===== src/rtl/phy_pkg.sv =====
// Shared PHY definitions: serial TX state encoding, COM symbol, symbol width.
package phy_pkg;

  typedef enum logic [1:0] {
    IDLE   = 2'd0,
    SYNC   = 2'd1,
    ACTIVE = 2'd2
  } state_t;

  localparam logic [7:0] COM_SYM = 8'hBC;
  localparam int         SYM_W   = 8;

endpackage


===== src/rtl/paralelo_serial_tx.sv =====
// Parallel-to-serial transmitter: after reset sends MIN_COM COM symbols, then
// streams accepted bytes MSB first, filling empty slots with COM.
// Optional: define PS_TX_BYTE_CNT_EN to add the byte_cnt output.
module paralelo_serial_tx
  import phy_pkg::*;
#(
  parameter int MIN_COM = 4
) (
  input  logic       clk,
  input  logic       reset,
  input  logic [7:0] data_in,
  input  logic       valid_in,
  output logic       data_ready,
  output logic       out_tx,
  output logic       active_out
`ifdef PS_TX_BYTE_CNT_EN
  ,
  output logic [15:0] byte_cnt
`endif
);

  localparam logic [3:0] COM_LAST = 4'(MIN_COM - 1);
  localparam logic [2:0] BIT_LAST = 3'(SYM_W - 1);

  state_t     state_q, state_d;
  logic [2:0] bit_q, bit_d;
  logic [3:0] com_q, com_d;
  logic [7:0] sh_q, sh_d;
  logic       sym_end, last_com, capture;

  assign sym_end    = (bit_q == BIT_LAST);
  assign last_com   = (com_q == COM_LAST);
  // Slot opens on the last bit of a symbol whose successor is an ACTIVE symbol.
  assign data_ready = sym_end && ((state_q == ACTIVE) || ((state_q == SYNC) && last_com));
  assign capture    = data_ready && valid_in;
  assign out_tx     = sh_q[7];
  assign active_out = (state_q == ACTIVE);

  // Next-state, counter and shifter logic.
  always_comb begin
    state_d = state_q;
    bit_d   = bit_q;
    com_d   = com_q;
    sh_d    = sh_q;
    case (state_q)
      IDLE: begin
        state_d = SYNC;
        sh_d    = COM_SYM;
        bit_d   = 3'd0;
        com_d   = 4'd0;
      end
      SYNC, ACTIVE: begin
        if (sym_end) begin
          bit_d = 3'd0;
          sh_d  = capture ? data_in : COM_SYM;
          if (state_q == SYNC) begin
            if (last_com) state_d = ACTIVE;
            else          com_d   = com_q + 4'd1;
          end
        end else begin
          bit_d = bit_q + 3'd1;
          sh_d  = {sh_q[6:0], 1'b0};
        end
      end
      default: state_d = IDLE;
    endcase
  end

  // State, counters and shift register; reset discards any partial symbol.
  always_ff @(posedge clk or negedge reset) begin
    if (!reset) begin
      state_q <= IDLE;
      bit_q   <= 3'd0;
      com_q   <= 4'd0;
      sh_q    <= 8'd0;
    end else begin
      state_q <= state_d;
      bit_q   <= bit_d;
      com_q   <= com_d;
      sh_q    <= sh_d;
    end
  end

`ifdef PS_TX_BYTE_CNT_EN
  // Count accepted data bytes, wrapping naturally at 16 bits.
  always_ff @(posedge clk or negedge reset) begin
    if (!reset)       byte_cnt <= 16'd0;
    else if (capture) byte_cnt <= byte_cnt + 16'd1;
  end
`endif

endmodule


===== config.mk =====
export PLATFORM = sky130hd
export DESIGN_NAME = paralelo_serial_tx
export DESIGN_NICKNAME = d
export VERILOG_FILES = /design/src/rtl/phy_pkg.sv /design/src/rtl/paralelo_serial_tx.sv
export SDC_FILE = /design/constraint.sdc
export NUM_CORES = 1
export LEC_CHECK = 0
export BUFFER_PORTS_ARGS = -buffer_cell sky130_fd_sc_hd__buf_2
export CAP_MARGIN = 0
export CORE_MARGIN = 1.5
export CORE_UTILIZATION = 59
export CTS_CLUSTER_DIAMETER = 50
export CTS_CLUSTER_SIZE = 25
export DETAILED_ROUTE_END_ITERATION = 10
export PLACE_DENSITY = 0.89
export SLEW_MARGIN = 20
export SYNTH_ARGS = -nofsm -noshare
export SYNTH_HDL_FRONTEND = slang
export SYNTH_SLANG_ARGS = --single-unit

===== constraint.sdc =====
create_clock -name clk -period 2.45 [get_ports clk]
set_input_delay 0.1225 -clock clk [delete_from_list [all_inputs] [get_ports clk]]
set_output_delay 0.1225 -clock clk [all_outputs]
set_load 0.02 [all_outputs]

==> metrics.log <==
INFO  metric drc = 0
INFO  metric power.switching = 101 uW
INFO  metric tritoncts_clock_tree = done
INFO  metric timing.hold.ws = 92.4 ps
INFO  metric internal-power = 364 uW
INFO  metric timing.reg2reg.setup_slack = 460 ps
INFO  metric post_dp_cell_area = 0.00105 sq mm
INFO  metric worstRegToRegCells = 5
INFO  metric num_vias = 792
INFO  metric post_synth.cell_area_avg = 10.1 sq um
INFO  metric share_of_layout_cells_above_drive_strength_1 = 0.196
INFO  metric clockRootBuffer = clkbuf_4
INFO  metric number_of_antenna_violations_at_the_first_check_in_global_routing = 0
INFO  metric reg2reg_end = com_q[3]
INFO  metric dr.first_iter.drc_count = 6
INFO  metric clock_skew = 3.23 ps
INFO  metric critical_path_required = 2640 ps
INFO  metric tns = 0 ps
INFO  metric hold_start = data_in[2]
INFO  metric share_seq_of_total_power = 0.626
INFO  metric synth_seq_cells = 17
INFO  metric finalPower = 464 uW
INFO  metric detail_route.first_pass.iterations = 4
INFO  metric multiInputGateArea = 523 sq um
INFO  metric end_kind = register
INFO  metric final_setup_slack_of_the_worst_path = 460 ps
INFO  metric timing.slew.headroom = 0.536
INFO  metric seqCellArea = 425 sq um
INFO  metric clock_sink_count = 17
INFO  metric ys.warnings.count = 0
INFO  metric post-dp-hpwl = 1.39 mm
INFO  metric clkTransAtPathRegs = 100 ps
INFO  metric cts_max_path_buffers = 2
INFO  metric crit_type = register to register
INFO  metric port_buffers = 13
INFO  metric vdd_ir_drop_max = 0.261 mV
INFO  metric synth-seq-area-share = 0.434
INFO  metric worst_hold_path.num_cells = 2
INFO  metric grt_remaining_overflow = 0
INFO  metric finalNonFillerCells = 128
INFO  metric timing.final.max_slew_violations = 0
INFO  metric timing_worst_slew_pin_value = 695 ps
INFO  metric clock_tree.htree_level_count = 1
INFO  metric pre_cts_ws = 504 ps
INFO  metric dieArea = 0.00191 sq mm
INFO  metric synthToLayoutAreaGrowth = 11.1%
INFO  metric post_synth_instance_area = 980 sq um
INFO  metric grt_pass1_vias = 756
INFO  metric period_utilization_post_route = 0.812
INFO  metric post-place-cells = 123
INFO  metric holdBufCountCts = 1
INFO  metric timing.final.setup_violations = 0
INFO  metric power_density = 426 mW/mm^2
INFO  metric start_util = 0.643
INFO  metric gp_routability_congestion = 0.766
INFO  metric routedWlPerCell = 14.8 microns
INFO  metric timing.critical_path.from_type = register
INFO  metric dieHeight = 43.8 microns
INFO  metric grt_first_pass_wirelength = 3.22 mm
INFO  metric fillerInstances = 131
INFO  metric combPwrFrac = 0.055
INFO  metric power.switching_fraction = 0.217
INFO  metric max_freq = 0.502 GHz
INFO  metric hold_viol_final = 0
INFO  metric worst_skew_pair.late_latency = 280 ps
INFO  metric finalWirelength = 1.89 mm
INFO  metric postLayoutCoreUtil = 0.714
INFO  metric core = 0.00152 sq mm
INFO  metric worstHoldEndpoint = sh_q[2]
INFO  metric row_count = 14
INFO  metric worstReg2RegStart = state_q[0]
INFO  metric io_pins = 14
INFO  metric grt_usage = 0.231
INFO  metric netlist-cell-type-count = 32
INFO  metric syn-num-nets = 115
INFO  metric cap_viol_max_count = 0
INFO  metric nets = 131
INFO  metric cts_resized = 0
INFO  metric cts-buffers-inserted = 3
INFO  metric syn-instance-count = 97
INFO  metric outcome = complete, no violations
INFO  metric grt_max_degree = 23
INFO  metric final_design_area_no_fill = 0.00109 sq mm
INFO  metric unrepaired_setup_endpoints_after_global_routing = no
INFO  metric leakagePower = 0.511 nW
INFO  metric holdCritPathClass = input port to register
INFO  metric power.share.clock = 0.318
INFO  metric antenna_cells = 0
INFO  metric die_width = 43.8 microns
INFO  metric drt.antenna.violating_nets = 0
INFO  metric crit_fanout = 14
INFO  metric post-cts-setup-buffer-count = 0
INFO  metric vias_per_cell = 6.19
INFO  metric worst-endpoint-arrival = 2180 ps
INFO  metric finalWorstPathRequiredPeriod = 1990 ps
-- state kept, by name, summed over array words and instances (netlist names) --
| name | cells |
|---|---|
| state_q | 2 |
| com_q | 4 |
| bit_q | 3 |
| sh_q | 8 |
-- power by group through the flow --
stage / logic [mW] / clock network [mW] / registers [mW]
2_1_floorplan: 0.00894 / 0 / 0.296
3_3_place_gp: 0.0242 / 0 / 0.296
3_5_place_dp: 0.0249 / 0 / 0.296
4_1_cts: 0.0263 / 0.148 / 0.291
5_1_grt: 0.0297 / 0.162 / 0.292
6_report: 0.0257 / 0.148 / 0.291
-- area by class of cell --
| class | instances | share of cell area |
|---|---|---|
| Clock buffer | 4 | 0.0241 |
| Inverter | 5 | 0.0172 |
| Multi-Input combinational cell | 72 | 0.480 |
| Sequential cell | 17 | 0.391 |
| Tap cell | 16 | 0.0184 |
| Timing Repair Buffer | 14 | 0.0690 |
-- synthesized netlist by cell type --
cell type / number / area, sq um
and4bb_2: 1 / 12.5
a21o_1: 1 / 7.51
o21a_1: 1 / 7.51
and2b_4: 1 / 10.0
nor2_1: 3 / 11.3
dfrtp_1: 17 / 425
ha_1: 7 / 87.6
or3_4: 1 / 11.3
buf_2: 1 / 5.00
o31ai_1: 3 / 22.5
nor3b_1: 1 / 7.51
clkbuf_1: 2 / 7.51
o21ai_2: 1 / 8.76
o21ai_0: 5 / 25.0
nand3b_1: 2 / 15.0
o211ai_1: 2 / 15.0
inv_1: 5 / 18.8
nor3_1: 1 / 5.00
mux2_2: 1 / 11.3
a2bb2oi_1: 6 / 52.6
nand3_1: 4 / 20.0
and4b_1: 1 / 10.0
o311ai_2: 1 / 16.3
a22o_1: 1 / 8.76
or2b_1: 1 / 7.51
o41ai_1: 1 / 8.76
o221ai_1: 2 / 17.5
nor2b_1: 2 / 12.5
nand2b_1: 2 / 12.5
o21bai_1: 5 / 37.5
or3b_1: 1 / 8.76
nand2_1: 14 / 52.6
-- critical path: stages (launching register included) --
cell,delay [ps]
dfrtp_1,410
inv_1,80
ha_1,510
nor2_1,160
or3_4,440
o311ai_2,290
-- per-layer routing --
layer	part of all wire	track usage	wire length [microns]	vias up
li1	-	-	-	386
met1	0.46	0.311	864	385
met2	0.50	0.376	943	15
met3	0.026	0.0375	50	6
met4	0.019	0.0848	36	0
met5	0	0	0	-
-- placed cells by master (no fill, tap or decap) --
| master | synthesis | layout |
|---|---|---|
| buf_2 | 1 | 13 |
| dfrtp_1 | 17 | 17 |
| a2bb2oi_1 | 6 | 6 |
| or3_4 | 1 | 1 |
| mux2_2 | 1 | 1 |
| dlygate4sd3_1 | 0 | 1 |
| clkbuf_1 | 2 | 1 |
| o211ai_1 | 2 | 2 |
| or3b_1 | 1 | 1 |
| a22o_1 | 1 | 1 |
| or2b_1 | 1 | 1 |
| o21a_1 | 1 | 1 |
| nand2_1 | 14 | 14 |
| and4b_1 | 1 | 1 |
| nor2_1 | 3 | 3 |
| o41ai_1 | 1 | 1 |
| o21ai_0 | 5 | 5 |
| o31ai_1 | 3 | 3 |
| nand2b_1 | 2 | 2 |
| nor3_1 | 1 | 1 |
| clkbuf_4 | 0 | 3 |
| and2b_4 | 1 | 1 |
| ha_1 | 7 | 7 |
| o311ai_2 | 1 | 1 |
| o21ai_2 | 1 | 1 |
| a21o_1 | 1 | 1 |
| o21bai_1 | 5 | 5 |
| nor3b_1 | 1 | 1 |
| and4bb_2 | 1 | 1 |
| inv_1 | 5 | 5 |
| nand3b_1 | 2 | 2 |
| nor2b_1 | 2 | 2 |
| o221ai_1 | 2 | 2 |
| nand3_1 | 4 | 4 |
-- logic make-up (layout without fill, tap and decap cells) --
| kind of cell | Yosys count | in the layout | synth area share |
|---|---|---|---|
| mux | 1 | 1 | 0.0115 |
| compound gates | 29 | 29 | 0.232 |
| buf+inv | 8 | 23 | 0.0319 |
| fa+ha+maj | 7 | 7 | 0.0894 |
| flops | 17 | 17 | 0.434 |
| simple gates | 35 | 35 | 0.201 |
-- how the worst max path moves through the flow --
| stage | from | cells after the start | slack [ps] | to |
|---|---|---|---|---|
| after CTS | state_q[0] | 5 | 480 | com_q[3] |
| after global placement | state_q[0] | 5 | 600 | com_q[3] |
| after floorplan | state_q[0] | 5 | 790 | com_q[3] |
| after detailed placement | state_q[0] | 5 | 500 | com_q[3] |
| after global routing | state_q[0] | 5 | 340 | com_q[3] |
| final | state_q[0] | 5 | 460 | com_q[3] |
(Power assumes the default switching activity.)
